===== config.mk =====
export PLATFORM = sky130hd
export DESIGN_NAME = cmd_frame_arbiter
export DESIGN_NICKNAME = d
export VERILOG_FILES = /design/src/rtl/cmd_frame_arbiter.sv
export SDC_FILE = /design/constraint.sdc
export NUM_CORES = 1
export LEC_CHECK = 0
export CAP_MARGIN = 20
export CORE_MARGIN = 8
export CORE_UTILIZATION = 53
export CTS_BUF_LIST = sky130_fd_sc_hd__clkbuf_4
export DETAILED_ROUTE_END_ITERATION = 6
export GPL_TIMING_DRIVEN = 1
export PLACE_DENSITY = 0.88
export SKIP_CTS_REPAIR_TIMING = 1
export SLEW_MARGIN = 10
export SYNTH_ARGS = -nofsm -noshare
export SYNTH_HDL_FRONTEND = slang
export SYNTH_SLANG_ARGS = --single-unit

===== constraint.sdc =====
create_clock -name clk -period 6.55 [get_ports clk]
set_input_delay 0.9825 -clock clk [delete_from_list [all_inputs] [get_ports clk]]
set_output_delay 0.9825 -clock clk [all_outputs]
set_load 0.01 [all_outputs]

===== src/rtl/cmd_frame_arbiter.sv =====
// Round-robin arbiter that grants one command source at a time and serialises its
// payload as a framed packet (HDR, ID, LEN, payload MSB-first, XOR checksum).
module cmd_frame_arbiter #(
  parameter int          N_REQ    = 4,
  parameter int          MAX_LEN  = 4,
  parameter logic [7:0]  HDR_BYTE = 8'hCA
) (
  input  logic                       clk,
  input  logic                       rst,
  input  logic [N_REQ-1:0]           req,
  input  logic [N_REQ*8*MAX_LEN-1:0] req_data,
  input  logic [N_REQ*3-1:0]         req_len,
  output logic [N_REQ-1:0]           grant,
  output logic [7:0]                 out_data,
  output logic                       out_valid,
  input  logic                       out_ready,
  output logic                       out_last,
  output logic                       busy,
  output logic [7:0]                 drop_cnt
);

  localparam int               PTR_W     = (N_REQ > 1) ? $clog2(N_REQ) : 1;
  localparam int               DW        = 8 * MAX_LEN;
  localparam logic [PTR_W:0]   N_REQ_W   = (PTR_W + 1)'(N_REQ);
  localparam logic [PTR_W-1:0] LAST_IDX  = PTR_W'(N_REQ - 1);
  localparam logic [3:0]       MAX_LEN_W = 4'(MAX_LEN);

  typedef enum logic [2:0] {
    IDLE,
    HDR,
    ID,
    LEN,
    PAY,
    CSUM
  } state_t;

  state_t             state_q, state_d;
  logic [PTR_W-1:0]   ptr_q, ptr_d;
  logic [N_REQ-1:0]   grant_q, grant_d;
  logic [DW-1:0]      data_q, data_d;
  logic [2:0]         len_q, len_d;
  logic [2:0]         id_q, id_d;
  logic [2:0]         cnt_q, cnt_d;
  logic [7:0]         csum_q, csum_d;
  logic [7:0]         drop_q, drop_d;

  // Per-source views of the flattened payload and length buses.
  logic [DW-1:0] data_arr [N_REQ];
  logic [2:0]    len_arr  [N_REQ];

  for (genvar gi = 0; gi < N_REQ; gi++) begin : g_unpack
    assign data_arr[gi] = req_data[gi*DW +: DW];
    assign len_arr[gi]  = req_len[gi*3 +: 3];
  end

  // Rotate requests so bit 0 is the source at ptr; the lowest set bit then wins.
  logic [N_REQ-1:0] req_rot;
  logic [PTR_W-1:0] win_off;
  logic             win_found;
  logic [PTR_W:0]   win_sum;
  logic [PTR_W-1:0] win_idx;

  assign req_rot = N_REQ'({req, req} >> ptr_q);

  always_comb begin
    win_found = 1'b0;
    win_off   = '0;
    for (int k = N_REQ - 1; k >= 0; k--) begin
      if (req_rot[k]) begin
        win_found = 1'b1;
        win_off   = PTR_W'(k);
      end
    end
  end

  always_comb begin
    win_sum = {1'b0, ptr_q} + {1'b0, win_off};
    if (win_sum >= N_REQ_W) begin
      win_idx = PTR_W'(win_sum - N_REQ_W);
    end else begin
      win_idx = win_sum[PTR_W-1:0];
    end
  end

  logic [DW-1:0] sel_data;
  logic [2:0]    sel_len;
  logic          sel_len_ok;

  assign sel_data   = data_arr[win_idx];
  assign sel_len    = len_arr[win_idx];
  assign sel_len_ok = (sel_len != 3'd0) && ({1'b0, sel_len} <= MAX_LEN_W);

  // Payload goes out most significant used byte first.
  logic [2:0] pay_idx;
  logic [7:0] pay_byte;

  assign pay_idx = len_q - 3'd1 - cnt_q;

  always_comb begin
    pay_byte = '0;
    for (int b = 0; b < MAX_LEN; b++) begin
      if (pay_idx == 3'(b)) begin
        pay_byte = data_q[b*8 +: 8];
      end
    end
  end

  logic [7:0] cur_byte;
  logic       accept;

  always_comb begin
    cur_byte = '0;
    case (state_q)
      HDR:     cur_byte = HDR_BYTE;
      ID:      cur_byte = {5'b0, id_q};
      LEN:     cur_byte = {5'b0, len_q};
      PAY:     cur_byte = pay_byte;
      CSUM:    cur_byte = csum_q;
      default: cur_byte = '0;
    endcase
  end

  assign out_valid = (state_q != IDLE);
  assign out_last  = (state_q == CSUM);
  assign busy      = (state_q != IDLE);
  assign out_data  = cur_byte;
  assign grant     = grant_q;
  assign drop_cnt  = drop_q;
  assign accept    = out_valid & out_ready;

  always_comb begin
    state_d = state_q;
    ptr_d   = ptr_q;
    grant_d = '0;
    data_d  = data_q;
    len_d   = len_q;
    id_d    = id_q;
    cnt_d   = cnt_q;
    csum_d  = csum_q;
    drop_d  = drop_q;

    if (accept && (state_q != CSUM)) begin
      csum_d = csum_q ^ cur_byte;
    end

    case (state_q)
      IDLE: begin
        if (win_found) begin
          grant_d = {{(N_REQ-1){1'b0}}, 1'b1} << win_idx;
          data_d  = sel_data;
          len_d   = sel_len;
          id_d    = 3'(win_idx);
          ptr_d   = (win_idx == LAST_IDX) ? '0 : win_idx + 1'b1;
          if (sel_len_ok) begin
            state_d = HDR;
            csum_d  = '0;
            cnt_d   = '0;
          end else if (drop_q != 8'hFF) begin
            drop_d = drop_q + 8'd1;
          end
        end
      end
      HDR:  if (accept) state_d = ID;
      ID:   if (accept) state_d = LEN;
      LEN: begin
        if (accept) begin
          state_d = PAY;
          cnt_d   = '0;
        end
      end
      PAY: begin
        if (accept) begin
          if (cnt_q == len_q - 3'd1) begin
            state_d = CSUM;
          end else begin
            cnt_d = cnt_q + 3'd1;
          end
        end
      end
      CSUM: if (accept) state_d = IDLE;
      default: state_d = IDLE;
    endcase
  end

  always_ff @(posedge clk) begin
    if (rst) begin
      state_q <= IDLE;
      ptr_q   <= '0;
      grant_q <= '0;
      data_q  <= '0;
      len_q   <= '0;
      id_q    <= '0;
      cnt_q   <= '0;
      csum_q  <= '0;
      drop_q  <= '0;
    end else begin
      state_q <= state_d;
      ptr_q   <= ptr_d;
      grant_q <= grant_d;
      data_q  <= data_d;
      len_q   <= len_d;
      id_q    <= id_d;
      cnt_q   <= cnt_d;
      csum_q  <= csum_d;
      drop_q  <= drop_d;
    end
  end

endmodule


==> results.yml, run 1 <==
status:
  status: "finished, final reports clean"
layout:
  diodes: 0
  final_util_pct: 72.64
  areaGrowthSynthToFinish_pct: 34.03
  drive_gt1_share_pct: 9.394
  final_nets: 990
  final.fill_count: 796
logic_synthesis:
  async_flop_share_pct: 0
  synth_area_sq_mm: 0.005570
  synth_top_cell_area_share_pct: 23.36
  synth.most_common_cell: "nand2_1"
  syn-instance-count: 703
  yosys.area.top_type: "dfxtp_1"
  yosys_most_used_dff: "dfxtp_1"
  yosysWarnings: 0
  synth_edf_count: 0
  netlist_top_cells_count: "nand2_1 (164), nor2_1 (75), dfxtp_1 (65)"
  syn_avg_cell_area_sq_um: 7.924
  syn_nets: 857
  yosysSeqAreaShare_pct: 23.36
  ys_seq_elements: 65
  ys_types: 65
  yosys-top-cells-area: "dfxtp_1 (23%), mux4_2 (13%), nand2_1 (11%)"
detailed_routing:
  viasPerCell: 6.277
  drt_iter0_markers: 661
  ant_nets: 0
  first_pass_iters: 5
  wire_per_inst_microns: 18.96
  drt-total-wl_microns: 18520
  vias: 6133
  drc_errors: 0
cts:
  cts_buffers: 9
  clkLatencyLatePin_ns: 0.45
  cts_root_buffer: "clkbuf_4"
  cts_tree: "done"
  clk_path_buf_depth: 2
  path_clk_slew_ns: 0.12
  h-tree-depth: 3
  clock-sinks: 65
grt:
  groute.usage.overall_pct: 25.73
  gr-total-overflow: 0
  antenna_found_initial: 0
  grt_pass1_wl_microns: 30040
  grt_pass1_vias: 6303
  grt_start_max_net_pins: 101
worst_hold_path:
  min_path_type: "register to register"
  worstHoldStart: "id_q[0]"
power_and_ir_drop:
  internal_power_mw: 1.605
  sw_frac_of_total_pct: 46.39
  p_leak_nw: 3.107
  power.density_mw_per_mm2: 401.0
  clockPowerShare_pct: 10.8
  comb_power_share_pct: 67.9
  switching_power_mw: 1.389
  power_frac_seq_pct: 21.3
  ir_worst_vdd_uv: 209.1
  finalPower_mw: 2.994
timing:
  clock.fmax_ghz: 0.2158
  hold_viol: 0
  finalClockSkew_ns: 0.02058
  hold-worst-slack_ns: 0.4671
  min_period_ns: 4.633
  worstMarginPinSlew_ns: 1.054
  relSlewSlack_pct: 29.77
  setup_viol: 0
  drv_slew: 0
  rsz0062_at_grt: "false"
  post-route-period-util_pct: 70.73
  fin_tns_setup_ns: 0
place:
  port_buffers: 169
  routabilityCongestion: 0.9268
  dpl.hpwl_microns: 14060
worst_setup_path:
  r2r_slack_ns: 2.83
  critPathKind: "register to primary output"
  critPathRequiredTime_ns: 5.57
  crit-reg2reg-launch: "ptr_q[0]"
  cp_max_fo: 10
  cp-start-kind: "register"
  cp_num_buf_inv: 3
  setup.worst_path.end_class: "primary output"
  cp.arrival_ns: 3.65
  path_cells: "inv_1, ha_1, inv_1, fa_1, nand3b_1, o221ai_1, nor2_1, a21oi_1, nor2_1, clkdlybuf4s50_1"
  crit_family: "adder cells"
  cp-startpoint: "len_q[0]"
  crit_slowest_cell: "fa_1"
  cpPeakStageDelay_ns: 0.84
floorplan:
  initial_utilization_pct: 54.20
  core-area_sq_mm: 0.01028
  die_y_microns: 118.5
  rows: 37
  fp.dieArea_sq_mm: 0.01405
  die_x_microns: 118.5
  top_level_ports: 170
flow_run:
  maxCapViolations: 0
[final timing paths]
check,cells past startpoint,end
max,10,out_data[7]
min,2,id_q[0]
max reg2reg,10,len_q[0]
min reg2reg,2,id_q[0]
[state kept, by name, indices dropped and copies added (netlist names)]
register and count:
state_q 3, len_q 3, data_q 32, ptr_q 2
id_q 2, grant 4, cnt_q 3, csum_q 8
drop_cnt 8
[routing by layer]
layer  vias to the layer above  GRT usage (%)  wire length, microns
li1                       2839              -                     -
met1                      2881          28.58                  6980
met2                       358          45.67                  9248
met3                        55          6.711                  1669
met4                         0          10.67                   624
met5                         -              0                     0
[placed cells by master, fill, tap and decap left out, types with 5 or more instances in the layout]
| cell | synthesis | routed |
|---|---|---|
| a311oi_1 | 33 | 33 |
| clkbuf_4 | 0 | 9 |
| nand2b_1 | 9 | 9 |
| o22ai_1 | 5 | 5 |
| dfxtp_1 | 65 | 65 |
| a21oi_1 | 21 | 21 |
| nor2_1 | 75 | 75 |
| nor2b_1 | 11 | 11 |
| and2_1 | 9 | 9 |
| o21ai_0 | 14 | 14 |
| nand3_1 | 37 | 37 |
| o221ai_1 | 11 | 11 |
| mux4_2 | 32 | 32 |
| nand2_1 | 164 | 163 |
| xor2_1 | 15 | 15 |
| o211a_1 | 33 | 33 |
| inv_1 | 8 | 8 |
| nand3b_1 | 5 | 5 |
| mux2_1 | 7 | 7 |
| buf_4 | 3 | 7 |
| ha_1 | 6 | 5 |
| nor3_1 | 7 | 5 |
| mux2i_1 | 14 | 14 |
| nor3b_1 | 5 | 5 |
| clkdlybuf4s50_1 | 0 | 168 |
[power groups by stage]
stage / sequential (mW) / combinational, mW / clock, mW
6_report: 0.638 / 2.03 / 0.322
5_1_grt: 0.651 / 2.21 / 0.338
4_1_cts: 0.636 / 2.02 / 0.322
2_1_floorplan: 0.584 / 1.52 / 0
3_5_place_dp: 0.644 / 2.01 / 0
3_3_place_gp: 0.642 / 1.91 / 0
[worst reg2reg max path: cells and delay by family, from the launching register on]
| family | cells | cell delay, ns |
|---|---|---|
| and+or+nand+nor | 4 | 0.90 |
| AOI/OAI and AO/OA | 4 | 0.82 |
| adders and majority gates | 1 | 0.81 |
| buffers and inverters | 1 | 0.58 |
| DFF | 1 | 0.53 |
[cell type report]
type	instances	area (sq um)	share of cell area [%]
multi-input combinational	574	4015	53.78
timing repair buffer	178	1787	23.93
sequential	65	1301	17.43
tap	136	170.2	2.279
clock inverter	7	95.09	1.274
clock buffer	9	67.56	0.9050
inverter	8	30.03	0.4022
[per-stage QoR]
stage | worst slack [ns] | std cells | cell area, sq um
floorplan | 2.949 | 703 | 5570
global placement | 1.886 | 959 | 7256
detailed placement | 1.785 | 961 | 7303
CTS | 1.971 | 977 | 7466
global route | 1.678 | 977 | 7466
finish | 1.917 | 977 | 7466
[cells by family after synthesis]
group / count (synthesis) / share of synthesized area (%)
buf+inv: 64 / 4.964
xor+xnor: 22 / 3.976
flops: 65 / 23.36
mux: 54 / 17.14
fa+ha+maj: 7 / 1.707
simple gates: 350 / 28.39
compound gates: 141 / 20.46
(Power assumes the default switching activity.)
==> run 2: changes to the inputs <==
- CORE_UTILIZATION: 53 -> 49
- PLACE_DENSITY: 0.88 -> 0.82
- clock period: 6.55 -> 4.4 ns (I/O delays scaled with it)
==> run 2 against run 1 <==
  * Clock-buffer cell count rose by 1
  * Register-to-register slack got worse by 1.7 ns
  * Worst hold slack lost 0.0023 ns
  * Setup slack got worse by 1.5 ns
  * Final area down 0.39%
  * Largest cell class unchanged
==> results.yml, run 2 (same netlist as run 1, synthesis figures left out) <==
power_and_ir_drop:
  ir_worst_vdd_uv: 437.7
  p_leak_nw: 3.100
  internal_power_mw: 2.318
  comb_power_share_pct: 69.2
  sw_frac_of_total_pct: 46.58
  power.density_mw_per_mm2: 583.5
  switching_power_mw: 2.021
  power_frac_seq_pct: 21.8
  clockPowerShare_pct: 8.9
timing:
  clock.fmax_ghz: 0.2480
  hold_viol: 0
  post-route-period-util_pct: 91.64
  finalClockSkew_ns: 0.01455
  relSlewSlack_pct: 50.45
  setup_viol: 0
  drv_slew: 0
  fin_tns_setup_ns: 0
  min_period_ns: 4.032
  worstMarginPinSlew_ns: 0.7433
  rsz0062_at_grt: "false"
cts:
  cts_tree: "done"
  cts_buffers: 9
  clkLatencyLatePin_ns: 0.41
  clock-sinks: 65
  clk_path_buf_depth: 2
  path_clk_slew_ns: 0.10
  h-tree-depth: 3
  cts_root_buffer: "clkbuf_4"
detailed_routing:
  drt_iter0_markers: 419
  vias: 5982
  topRoutingLayerUsed: "met4"
  ant_nets: 0
  viasPerCell: 6.067
  route.met3.wl_microns: 1179
  dr_wl_met2_microns: 9114
  drt-total-wl_microns: 18140
  met1Wirelength_microns: 7243
  first_pass_iters: 5
  wire_per_inst_microns: 18.39
  drc_errors: 0
worst_setup_path:
  cpPeakStageDelay_ns: 0.50
  crit_family: "adder cells"
  setup.worst_path.end_class: "primary output"
  cp-start-kind: "register"
  cp_max_fo: 8
  r2r_end: "len_q[1]"
  r2r_slack_ns: 1.18
  path_cells: "inv_1, ha_1, inv_1, fa_1, xnor2_2, nand3b_1, o221ai_1, nor2_1, a21oi_1, nor2_1, clkdlybuf4s50_1"
  rr_worst_depth: 10
  cp.arrival_ns: 3.37
  critPathRequiredTime_ns: 3.74
  cp_num_buf_inv: 3
  crit-reg2reg-launch: "ptr_q[0]"
  critPathKind: "register to primary output"
  crit_slowest_cell: "clkdlybuf4s50_1"
grt:
  grt_start_max_net_pins: 86
  gr-total-overflow: 0
  groute.usage.overall_pct: 24.11
  grt_pass1_wl_microns: 29320
  antenna_found_initial: 0
  grt_pass1_vias: 6215
floorplan:
  rows: 39
  core-area_sq_mm: 0.01127
  initial_utilization_pct: 49.42
  die_x_microns: 122.6
  fp.dieArea_sq_mm: 0.01504
  top_level_ports: 170
  die_y_microns: 122.6
place:
  dpl.hpwl_microns: 13780
  routabilityCongestion: 0.8579
  dpl.cell_count: 971
  port_buffers: 169
layout:
  drive_gt1_share_pct: 9.371
  diodes: 0
  largest_reg_flops: 32
  final_nets: 993
  areaGrowthSynthToFinish_pct: 33.51
  layout_common_cells: "clkdlybuf4s50_1 (168), nand2_1 (163), nor2_1 (75), dfxtp_1 (65), nand3_1 (37)"
  largest-register: "data_q"
  final_common_cell: "clkdlybuf4s50_1"
  fin_cells: 986
  final.fill_count: 946
flow_run:
  maxCapViolations: 0
worst_hold_path:
  holdPathEnd: "id_q[0]"
  hold_depth: 2
  worstHoldStart: "id_q[0]"
  min_path_type: "register to register"
status:
  status: "finished, final reports clean"
-- run 2: worst max path at each step --
stage                   from           to  cells after the start
floorplan             req[2]   data_q[22]                      8
global placement      req[0]     len_q[0]                     11
detailed placement    req[0]     len_q[1]                     11
CTS                 len_q[0]  out_data[7]                     11
global route        len_q[0]  out_data[7]                     11
finish              len_q[0]  out_data[3]                     11
-- run 2: worst min-delay path: stages, from the launching register on --
cell	delay, ns
dfxtp_1	0.33
nand2_1	0.05
a21oi_1	0.05
-- run 2: stage by stage --
step	worst slack (ns)	power [mW]	hold WS (ns)	util (%)	cell area, sq um
after floorplan	1.122	3.132	0.4357	-	5570
after global placement	0.5856	3.865	0.4491	64.89	7315
after detailed placement	0.4868	3.944	0.4571	64.89	7315
after CTS	0.3662	4.339	0.4714	65.98	7437
after global routing	0.1537	4.675	0.5114	65.98	7437
final	0.3678	4.339	0.4648	65.98	7437
-- run 2: area by class of cell --
class                      instances  area, sq um  share of cell area [%]
tap                              143        178.9                   2.406
clock inverter                     5        47.55                  0.6393
clock buffer                      10        75.07                   1.009
timing repair buffer             181         1789                   24.06
multi-input combinational        574         4015                   53.99
inverter                           8        30.03                  0.4038
sequential                        65         1301                   17.50
-- run 2: metal layers --
metal,up-vias,global-route usage [%]
met4,0,10.89
met3,42,5.658
met5,-,0
met1,2854,27.17
met2,245,42.50
li1,2841,-
-- run 2: power by group through the flow --
| stage | Sequential (mW) | Combinational [mW] | Clock [mW] |
|---|---|---|---|
| 5_1_grt | 0.968 | 3.29 | 0.421 |
| 4_1_cts | 0.946 | 3.00 | 0.392 |
| 6_report | 0.947 | 3.00 | 0.388 |
| 2_1_floorplan | 0.870 | 2.26 | 0 |
| 3_5_place_dp | 0.960 | 2.98 | 0 |
| 3_3_place_gp | 0.957 | 2.91 | 0 |
==> RTL edit: new RTL, config.mk and constraints of run 2 <==
The parameter `MAX_LEN` goes from 4 to 2.
--- a/src/rtl/cmd_frame_arbiter.sv
+++ b/src/rtl/cmd_frame_arbiter.sv
@@ -2,7 +2,7 @@
 // payload as a framed packet (HDR, ID, LEN, payload MSB-first, XOR checksum).
 module cmd_frame_arbiter #(
   parameter int          N_REQ    = 4,
-  parameter int          MAX_LEN  = 4,
+  parameter int          MAX_LEN  = 2,
   parameter logic [7:0]  HDR_BYTE = 8'hCA
 ) (
   input  logic                       clk,
Ports: changed (resized req_data); port bits go from 170 to 106. The function was not compared with the original's and may differ.
==> RTL edit against run 2 <==
- design area shrank 34%
- synthesized area down 33%
- wire length down 41%
- utilization down 0.85 points
- total power decreased by 38%
- worst setup slack better by 0.16 ns
- via count shrank 37%
- die area fell by 29%
- sequential cell count decreased by 16
- largest cell class unchanged
==> RTL edit: results (changes against run 2) <==
Clock network
  • Clk sinks: 49 (-25%)
  • Clock Latency Late Sink: 0.36 ns (-0.05 ns)
  • H-tree levels: 2 (-1)
  • Clock slew at reported path FFs: 0.14 ns (+0.04 ns)

Route
  • Starting DRT DRC Count: 161 (-62%)
  • Routed len/inst: 16.5 um (-10%)

Logic synthesis
  • Largest cells by area after synthesis: dfxtp_1, a21oi_1, nor2_1
  • Synth Net Count: 552 (-36%)
  • Xor and xnor area share after synthesis: 4.10% (+0.12 points)
  • Adder-cell share of the synthesized area: 2.53% (+0.82 points)

GRT
  • First-pass GRT wire length: 18000 um (-39%)
  • Grt met1 use: 22.4% (-4.8 points)
  • Largest net degree at the start of global routing: 31 (-64%)

Finish
  • Reg area: 981 um2 (-25%)
  • Inverter count: 12 (+4)
  • Nets: 639 (-36%)
  • Layout fillers: 637 (-33%)
  • Share of cells above drive strength 1: 9.82% (+0.45 points)

Power and ir drop
  • Combinational gate power: 0.00173 W (-42%)
  • Total leakage power: 1.83 nW (-41%)
  • Switching portion of total power: 46.0% (-0.62 points)

Run status
  • Status: finished clean

Floorplanning
  • Die X-Extent: 104 um (-16%)

Placement
  • Placer Congestion: 0.822 (-4.2%)
  • DP HPWL: 8520 um (-38%)
  • Buffers on Ports: 105 (-38%)

Worst setup path
  • Worst Path Max Fanout: 13 (+5)
  • Critical path data arrival time: 3.21 ns (-0.16 ns)

STA
  • Slew HR: 46.5% (-3.9 points)
[RTL edit: changes by cell type after synthesis, moves of 21 or more]
cell,before,now
nand3_1,37,5
mux4_2,32,4
a311oi_1,33,2
nor2_1,75,40
nor3_1,7,28
o211a_1,33,1
nand2_1,164,38
[RTL edit: worst max path at each step]
stage	startpoint	end	slack, ns	cells after the start
after global routing	len_q[1]$_SDFFE_PP0P_	out_data[5]	0.32	9
after detailed placement	req[0]	data_q[14]$_SDFFE_PP0P_	0.51	11
after global placement	req[0]	data_q[2]$_SDFFE_PP0P_	0.68	11
after floorplan	req[0]	cnt_q[0]$_SDFFE_PP0P_	1.33	11
final	len_q[0]$_SDFFE_PP0P_	out_data[5]	0.53	9
after CTS	len_q[0]$_SDFFE_PP0P_	out_data[5]	0.55	9
